===== config.mk =====
export PLATFORM = sky130hd
export DESIGN_NAME = axi4_rd_responder
export DESIGN_NICKNAME = d
export VERILOG_FILES = /design/src/rtl/axi4_rd_responder.sv
export SDC_FILE = /design/constraint.sdc
export NUM_CORES = 1
export LEC_CHECK = 0
export CELL_PAD_IN_SITES_DETAIL_PLACEMENT = 0
export CELL_PAD_IN_SITES_GLOBAL_PLACEMENT = 2
export CORE_MARGIN = 2
export CORE_UTILIZATION = 39
export CTS_BUF_LIST = sky130_fd_sc_hd__clkbuf_4
export DETAILED_ROUTE_END_ITERATION = 8
export PLACE_DENSITY = 0.95
export SYNTH_ARGS = -nofsm -noshare
export SYNTH_HDL_FRONTEND = slang
export SYNTH_SLANG_ARGS = --single-unit

===== constraint.sdc =====
create_clock -name clk -period 9.29 [get_ports clk]
set_input_delay 1.858 -clock clk [delete_from_list [all_inputs] [get_ports clk]]
set_output_delay 1.858 -clock clk [all_outputs]
set_load 0.05 [all_outputs]

===== src/rtl/axi4_rd_responder.sv =====
// AXI4 read-channel responder: queues AR requests and walks each burst through a
// synchronous word-memory port, returning one R beat per transfer in acceptance order.
module axi4_rd_responder #(
  parameter int unsigned ID_W     = 2,
  parameter int unsigned AQ_DEPTH = 2
) (
  input  logic            clk,
  input  logic            rst_n,
  input  logic [ID_W-1:0] arid,
  input  logic [31:0]     araddr,
  input  logic [7:0]      arlen,
  input  logic [2:0]      arsize,
  input  logic [1:0]      arburst,
  input  logic            arlock,
  input  logic [3:0]      arcache,
  input  logic [2:0]      arprot,
  input  logic [3:0]      arqos,
  input  logic [3:0]      arregion,
  input  logic            arvalid,
  output logic            arready,
  output logic [ID_W-1:0] rid,
  output logic [31:0]     rdata,
  output logic [1:0]      rresp,
  output logic            rlast,
  output logic            rvalid,
  input  logic            rready,
  output logic            mem_req,
  output logic [31:0]     mem_addr,
  input  logic [31:0]     mem_rdata
);

  localparam int unsigned AW = (AQ_DEPTH > 1) ? $clog2(AQ_DEPTH) : 1;
  localparam int unsigned CW = AW + 1;

  typedef struct packed {
    logic [ID_W-1:0] id;
    logic [31:0]     addr;
    logic [7:0]      len;
    logic [2:0]      size;
    logic [1:0]      burst;
  } ar_t;

  typedef enum logic [1:0] {S_IDLE, S_REQ, S_CAP, S_RESP} state_t;

  ar_t             r_q_mem [AQ_DEPTH];
  logic [AW-1:0]   r_wr_ptr, r_rd_ptr;
  logic [CW-1:0]   r_count, w_count_nxt;
  logic            r_arready, w_arready_nxt;

  state_t          r_state, w_state_nxt;
  logic [31:0]     r_cur_addr, w_cur_addr_nxt;
  logic [7:0]      r_beats_left, w_beats_nxt;
  logic [7:0]      r_len, w_len_nxt;
  logic [2:0]      r_size, w_size_nxt;
  logic [1:0]      r_burst, w_burst_nxt;
  logic            r_err, w_err_nxt;

  logic [ID_W-1:0] r_rid, w_rid_nxt;
  logic [31:0]     r_rdata, w_rdata_nxt;
  logic            r_rvalid, w_rvalid_nxt;
  logic            r_rlast, w_rlast_nxt;
  logic [1:0]      r_rresp, w_rresp_nxt;
  logic            r_mem_req, w_mem_req_nxt;
  logic [31:0]     r_mem_addr, w_mem_addr_nxt;

  logic            w_push, w_pop;
  ar_t             w_head, w_ar_in;
  logic            w_head_err;
  logic [31:0]     w_step, w_wrap_len, w_adv_addr;
  logic            w_unused;

  // Sideband AR attributes carry no meaning for this responder
  assign w_unused = ^{arlock, arcache, arprot, arqos, arregion};

  assign w_push  = arvalid && r_arready;
  assign w_head  = r_q_mem[r_rd_ptr];
  assign w_ar_in = '{id: arid, addr: araddr, len: arlen, size: arsize, burst: arburst};

  assign w_head_err = (w_head.size > 3'd2) || (w_head.burst == 2'd3) ||
                      ((w_head.burst == 2'd2) &&
                       !((w_head.len == 8'd1) || (w_head.len == 8'd3) ||
                         (w_head.len == 8'd7) || (w_head.len == 8'd15)));

  assign w_step     = 32'd1 << r_size;
  assign w_wrap_len = (32'(r_len) + 32'd1) << r_size;

  // Next beat address; arithmetic wraps silently at 2^32
  always_comb begin
    w_adv_addr = r_cur_addr;
    case (r_burst)
      2'd1:    w_adv_addr = (r_cur_addr & ~(w_step - 32'd1)) + w_step;
      2'd2:    w_adv_addr = (r_cur_addr & ~(w_wrap_len - 32'd1)) |
                            ((r_cur_addr + w_step) & (w_wrap_len - 32'd1));
      default: w_adv_addr = r_cur_addr;
    endcase
  end

  always_ff @(posedge clk or negedge rst_n) begin
    if (!rst_n) r_state <= S_IDLE;
    else        r_state <= w_state_nxt;
  end

  always_comb begin
    w_state_nxt    = r_state;
    w_pop          = 1'b0;
    w_cur_addr_nxt = r_cur_addr;
    w_beats_nxt    = r_beats_left;
    w_len_nxt      = r_len;
    w_size_nxt     = r_size;
    w_burst_nxt    = r_burst;
    w_err_nxt      = r_err;
    w_rid_nxt      = r_rid;
    w_rdata_nxt    = r_rdata;
    case (r_state)
      S_IDLE: begin
        if (r_count != '0) begin
          w_pop          = 1'b1;
          w_cur_addr_nxt = w_head.addr;
          w_beats_nxt    = w_head.len;
          w_len_nxt      = w_head.len;
          w_size_nxt     = w_head.size;
          w_burst_nxt    = w_head.burst;
          w_err_nxt      = w_head_err;
          w_rid_nxt      = w_head.id;
          if (w_head_err) begin
            w_rdata_nxt = '0;
            w_state_nxt = S_RESP;
          end else begin
            w_state_nxt = S_REQ;
          end
        end
      end
      S_REQ: w_state_nxt = S_CAP;
      S_CAP: begin
        w_rdata_nxt = mem_rdata;
        w_state_nxt = S_RESP;
      end
      S_RESP: begin
        if (rready) begin
          if (r_beats_left == 8'd0) begin
            w_state_nxt = S_IDLE;
          end else begin
            w_beats_nxt    = r_beats_left - 8'd1;
            w_cur_addr_nxt = w_adv_addr;
            w_state_nxt    = r_err ? S_RESP : S_REQ;
          end
        end
      end
      default: w_state_nxt = S_IDLE;
    endcase

    // Outputs are registered from the upcoming state so they align with it
    w_rvalid_nxt   = (w_state_nxt == S_RESP);
    w_rlast_nxt    = w_rvalid_nxt && (w_beats_nxt == 8'd0);
    w_rresp_nxt    = (w_rvalid_nxt && w_err_nxt) ? 2'b10 : 2'b00;
    w_mem_req_nxt  = (w_state_nxt == S_REQ);
    w_mem_addr_nxt = w_mem_req_nxt ? {w_cur_addr_nxt[31:2], 2'b00} : r_mem_addr;
    w_count_nxt    = r_count + CW'(w_push) - CW'(w_pop);
    w_arready_nxt  = (w_count_nxt != CW'(AQ_DEPTH));
  end

  always_ff @(posedge clk) begin
    if (w_push) r_q_mem[r_wr_ptr] <= w_ar_in;
  end

  // arready stays low through reset and rises on the first edge after release
  always_ff @(posedge clk or negedge rst_n) begin
    if (!rst_n) begin
      r_wr_ptr     <= '0;
      r_rd_ptr     <= '0;
      r_count      <= '0;
      r_arready    <= 1'b0;
      r_cur_addr   <= '0;
      r_beats_left <= '0;
      r_len        <= '0;
      r_size       <= '0;
      r_burst      <= '0;
      r_err        <= 1'b0;
      r_rid        <= '0;
      r_rdata      <= '0;
      r_rvalid     <= 1'b0;
      r_rlast      <= 1'b0;
      r_rresp      <= '0;
      r_mem_req    <= 1'b0;
      r_mem_addr   <= '0;
    end else begin
      if (w_push) r_wr_ptr <= r_wr_ptr + AW'(1);
      if (w_pop)  r_rd_ptr <= r_rd_ptr + AW'(1);
      r_count      <= w_count_nxt;
      r_arready    <= w_arready_nxt;
      r_cur_addr   <= w_cur_addr_nxt;
      r_beats_left <= w_beats_nxt;
      r_len        <= w_len_nxt;
      r_size       <= w_size_nxt;
      r_burst      <= w_burst_nxt;
      r_err        <= w_err_nxt;
      r_rid        <= w_rid_nxt;
      r_rdata      <= w_rdata_nxt;
      r_rvalid     <= w_rvalid_nxt;
      r_rlast      <= w_rlast_nxt;
      r_rresp      <= w_rresp_nxt;
      r_mem_req    <= w_mem_req_nxt;
      r_mem_addr   <= w_mem_addr_nxt;
    end
  end

  assign arready  = r_arready;
  assign rid      = r_rid;
  assign rdata    = r_rdata;
  assign rresp    = r_rresp;
  assign rlast    = r_rlast;
  assign rvalid   = r_rvalid;
  assign mem_req  = r_mem_req;
  assign mem_addr = r_mem_addr;

endmodule


# Word level (Yosys, flattened, before mapping)
# Memory sizes are Yosys's and may differ from the RTL's.
# Index checks and enable logic that the tools add are counted.
[totals]
ram_bits = 94
input_bits = 99
memories = 1
out_inout_bits = 72
wordCells = 102
reg_bits = 130
[mem_list]
columns = ["name", "words", "width", "rd", "rd_clocked_by_memory_dff", "write_ports", "line", "source"]
rows = [
  ["r_q_mem", 2, 47, 1, 0, 1, "45", "ar_t r_q_mem [AQ_DEPTH];"],
]
[classes]
n_mux = 25
n_eq_ne = 19
n_shift = 2
reduce_logical = 19
bitwise = 6
addsub = 10
n_lt_le_gt_ge = 1
[ops]
columns = ["cell", "n"]
rows = [
  ["$pmux W32 S2", 3],
  ["$mux W32", 5],
  ["$and A32 B32 Y32", 3],
  ["$add A32 B32 Y32", 2],
  ["$not A32 Y32", 2],
  ["$sub A32 B1 Y32 const B", 2],
  ["$or A32 B32 Y32", 1],
  ["$shl A1 B3 Y32 const A", 1],
  ["$shl A9 B3 Y32", 1],
  ["$mux W8", 3],
  ["$logic_not A8 Y1", 2],
  ["$pmux W8 S2", 1],
  ["$eq A2 B2 Y1 const B", 6],
  ["$mux W2", 6],
  ["$ne A2 B2 Y1 const B", 5],
  ["$add A8 B1 Y9 const B", 1],
  ["$eq A8 B1 Y1 const B", 1],
  ["$eq A8 B2 Y1 const B", 1],
  ["$eq A8 B3 Y1 const B", 1],
  ["$eq A8 B4 Y1 const B", 1],
  ["$pmux W2 S4", 1],
  ["$sub A8 B1 Y8 const B", 1],
  ["$eq A2 B1 Y1 const B", 3],
  ["$mux W1", 6],
  ["13 further kinds", 23],
]

# Logic depth before layout (Yosys ltp)
# An unclocked memory read counts as a cell.
[logic_depth]
ltp_word = 14
depth_mapped = 17
mapped_depth_nobuf = 15

# Worst setup path before layout
# Ideal clock, no wire load.
[synth_timing]
path_kind = "input to register"
startpoint = "in arvalid"
endpoint = "mem r_q_mem[0][0] (netlist bit), enable pin"
setup_time_ps = 452
path_slack_ps = 4878
path_stages = 2
arrival_ps = 3960
n_path_buf = 0
t_required_ps = 8838
path_cell_list = "nand2_1 > nor2_1"
[synth_between]
elab_chain_cells = 3
[synth_lines]
columns = ["element", "line", "source"]
rows = [
  ["from (decl)", "19", "input logic arvalid,"],
  ["$logic_and A1 B1 Y1", "75", "assign w_push = arvalid && r_arready;"],
  ["$mux W1", "163", "if (w_push) r_q_mem[r_wr_ptr] <= w_ar_in;"],
  ["$mux W1 (implied by the code)", "163", ""],
  ["to (decl)", "45", ""],
]
# No other way between the ends.

# Final worst setup path
[layout_timing]
startpoint = "reg r_size[1]"
endpoint = "reg r_mem_addr[10], in the netlist mem_addr[10]"
[layout_between]
elab_chain_cells = 9
elab_cells_between_ends = 16
cone_classes = "add/sub (4); shift (2); mux (4); bitwise (6)"
[layout_lines]
columns = ["element", "line", "source"]
rows = [
  ["from (decl)", "54", "logic [2:0] r_size, w_size_nxt;"],
  ["from (signal assigned)", "194", "r_size <= w_size_nxt;"],
  ["$shl A1 B3 Y32 / $shl A9 B3 Y32 (equally long branches)", "84, 85", ""],
  ["$sub A32 B1 Y32, on equally long branches", "91, 92, 93", ""],
  ["$not A32 Y32, on equally long branches", "91, 92", ""],
  ["$and A32 B32 Y32, on equally long branches", "91, 92", ""],
  ["$add A32 B32 Y32 / $or A32 B32 Y32 (equally long branches)", "91, 92", ""],
  ["$pmux W32 S2 (*)", "90", "case (r_burst)"],
  ["$mux W32 (*)", "140", "if (r_beats_left == 8'd0) begin"],
  ["$mux W32 (*)", "139", "if (rready) begin"],
  ["$pmux W32 S2 (*)", "114", "case (r_state)"],
  ["net w_cur_addr_nxt[10]", "51", "logic [31:0] r_cur_addr, w_cur_addr_nxt;"],
  ["to (signal assigned)", "203", "r_mem_addr <= w_mem_addr_nxt;"],
  ["to (decl)", "64", "logic [31:0] r_mem_addr, w_mem_addr_nxt;"],
]
# Mark *: on every way through the listed nets, which the timed path passes. The rest lies on a longest branch. The select of a mux whose other input is x is not followed.
# A chain may end at the register's enable or synchronous reset.

==> qor.csv <==
stage;metric;value;unit
timing;Worst Max-Slew Pin Slew;1.178;ns
power_and_ir_drop;worst vdd ir;207.9;µV
min_path;Worst Hold Class;reg2reg;
synthesis;Seq/Total Area, Yosys;0.4777;
place;HPWL Detailed;26470;µm
synthesis;Post-Syn Instances;1270;
routing;TritonRoute pass-1 iters;5;
critical_path;crit path max fanout;24;
clock_network;Sink Count;223;
timing;minimum clock period after layout;5.252;ns
clock_network;post-CTS sizing;0;
floorplan;full die area;33930;µm²
global_routing;gr usage total;0.2242;
layout;design area;15330;µm²
routing;vias per cell;5.664;
clock_network;CTS tree;built;
critical_path;Slowest-stage cell, CP;dfrtp_1;
timing;Fin. Hold Viols;0;
timing;fin crit share;0.5654;
timing;Setup violations, final;0;
layout;fin nets;1539;
synthesis;XOR/XNOR Fraction of Synth Area;0.02144;
power_and_ir_drop;Leakage;5.904;nW
floorplan;# rows;65;
synthesis;simple-gate portion of the synthesized area;0.1663;
timing;setup TNS;0;ns
synthesis;Synth Flop Type;dfrtp_1;
layout;commonest cells after routing, fill and taps aside;nand2_1, clkdlybuf4s50_1, dfrtp_1;
clock_network;# hold bufs at CTS;0;
timing;RSZ-0062 raised after global routing;no;
timing;Worst slew margin;0.2047;
power_and_ir_drop;Power Density;351.5;nW/µm²
place;Port Buf Inserts;151;
layout;ratio of cells with drive above 1 in the final layout;0.1391;
critical_path;critical path class;reg2reg;
critical_path;crit path cell chain;clkinv_1 > nand2_1 > nor2_1 > ha_1 > fa_1 > maj3_1 > a31oi_1 > o311ai_0 > nand3b_1 > mux2i_1 > o211a_1 > o21ai_1 > mux2_2;
global_routing;initial antenna violation count;2;
synthesis;largest family of logic cells by synthesized area;compound AO/OA/AOI/OAI gates;
routing;initial drt markers;1034;
critical_path;Critical Path RT;9.92;ns
floorplan;Die Span Y;184.2;µm
clock_network;htree depth;2;
timing;Slew Limit Fails;0;
synthesis;Compound-Gate Fraction of Synth Area;0.1900;
layout;commonest non-fill, non-tap cell in the layout;nand2_1;
clock_network;# Post-CTS Setup Buffers;0;
critical_path;crit path launch type;flop;
critical_path;Worst setup EP type;flop;
synthesis;fraction of synthesized area in multiplexers;0.07774;
clock_network;CTS Buf Count;60;
clock_network;clk slew on worst S/H paths;0.06;ns
synthesis;Mapped Area;12670;µm²
routing;DR WL/cell;19.89;µm
floorplan;Initial Util;0.3983;
job;Max Cap Viol;0;
routing;via count;10780;
timing;Max Freq;190.4;MHz
synthesis;EDFF count, synth;94;
layout;area grow syn2layout;21.06;%
place;GPL Wtd Cong;0.9108;
critical_path;slowest stage delay, CP;0.85;ns
timing;skew final;0.05165;ns
clock_network;CTS root buf;clkbuf_4;
routing;DRC viols;0;
floorplan;core area;31800;µm²
routing;Post-Route WL;37850;µm
synthesis;Adder-Cell Fraction of Synth Area;0.02667;
global_routing;largest net degree at the start of global routing;77;
synthesis;synth unique cells;95;
clock_network;CTS max path bufs;3;
synthesis;FFs w/ async S/R, synth;0.5785;
place;DP Area;14510;µm²
routing;Post-DRT Antenna Nets;0;
global_routing;first-pass GRT wire length;59210;µm
critical_path;WP data arrival;5.88;ns
synthesis;synth warn;0;
synthesis;mean post-synth cell area;9.973;µm²
floorplan;Die X;184.2;µm
global_routing;remaining global-route overflow;0;
floorplan;# IOs;171;
synthesis;FF+latch count, synth;223;
clock_network;Worst-Skew Late Latency;0.72;ns
outcome;status;complete, no violations;
global_routing;vias in the first global route;10490;
worst paths after layout:
path	from	end	slack, ns	cells past startpoint
worst max-delay path	r_size[1]	mem_addr[10]	4.04	13
min in group asynchronous	rst_n	r_cur_addr[2]	1.21	1
worst min-delay path	rdata[14]	rdata[14]	0.48	2
max in group asynchronous	rst_n	rlast	6.80	2
worst max register to register	r_size[1]	mem_addr[10]	4.04	13
worst min register to register	rdata[14]	rdata[14]	0.48	2
through the flow:
stage	worst slack, ns	hold WS [ns]	utilization	std cells	power, mW
after floorplan	4.878	0.4615	-	1272	3.580
after global placement	4.198	0.4601	0.4563	1789	4.441
after detailed placement	4.148	0.4692	0.4563	1789	4.474
after CTS	4.116	0.4825	0.4821	1902	5.409
after global routing	3.842	0.5051	0.4821	1902	5.751
final	4.038	0.4758	0.4822	1903	5.390
metal layers:
layer	vias to the layer above	routed length [µm]	GRT usage
li1	5090	-	-
met1	5147	16500	0.3050
met2	465	16790	0.3405
met3	74	3596	0.06580
met4	2	947	0.07872
met5	-	13	0
area by class of cell:
type,instances,area (µm²)
Antenna cell,1,2.502
Clock buffer,100,750.7
Clock inverter,13,68.82
Fill cell,2995,16470
Inverter,35,131.4
Multi-Input combinational cell,929,6151
Sequential cell,223,6052
Tap cell,435,544.3
Timing Repair Buffer,167,1633
cells by family (layout without fill, tap and decap cells):
family	Yosys count	after routing
compound gates	347	347
xor+xnor	31	31
fa+ha+maj	27	27
buf+inv	120	315
flops	223	223
mux	93	93
other cells	1	4
simple gates	428	428
registers in the layout (all words and copies together) (netlist names), 3 cells and up:
register and flops:
rdata 32, r_q_mem 94, r_beats_left 8, r_cur_addr 32, r_size 3, r_len 8, mem_addr 30
worst max-delay path: cells and delay by family, from the launching register on:
kind,cells,cell delay [ns]
AOI/OAI and AO/OA,4,1.37
adders and majority gates,3,1.12
muxes,2,0.33
and+or+nand+nor,3,0.80
buffers and inverters,1,0.70
DFF,1,0.85
cells in the mapped netlist, types with 5 or more instances:
cell	number	area (µm²)
a211oi_1	15	112.6
a21o_1	18	135.1
a21oi_1	49	245.2
a22oi_1	8	60.06
a2bb2oi_1	5	43.79
a311oi_1	5	43.79
a31oi_1	17	106.4
and2_1	7	43.79
and3_1	5	31.28
buf_1	10	37.54
buf_2	17	85.08
buf_4	7	52.55
clkbuf_1	50	187.7
dfrtp_1	129	3228
edfxtp_1	94	2823
ha_1	23	287.8
inv_1	31	116.4
mux2_2	41	461.7
mux2i_1	50	500.5
nand2_1	159	596.8
nand2b_1	9	56.30
nand3_1	34	170.2
nand3b_1	5	37.54
nand4_1	14	87.58
nor2_1	84	315.3
nor2b_1	10	62.56
nor3_1	30	150.1
nor3b_1	6	45.04
nor4_1	16	100.1
o211a_1	5	50.05
o211ai_1	5	37.54
o21a_1	5	37.54
o21ai_0	101	505.5
o21bai_1	6	45.04
o221ai_1	8	70.07
o22ai_1	14	87.58
o31ai_1	12	90.09
or2_2	5	31.28
or3_1	10	62.56
or4_1	6	45.04
xnor2_1	22	192.7
xor2_1	9	78.83
report_power, final:
group | switching [mW] | total (mW) | internal (mW) | leakage, nW
sequential | 0.238 | 1.55 | 1.31 | 2.58
combinational | 1.93 | 2.93 | 0.999 | 2.83
clock | 0.424 | 0.911 | 0.487 | 0.496
total | 2.60 | 5.39 | 2.79 | 5.90
No activity file was read; power rests on OpenSTA's default activity.
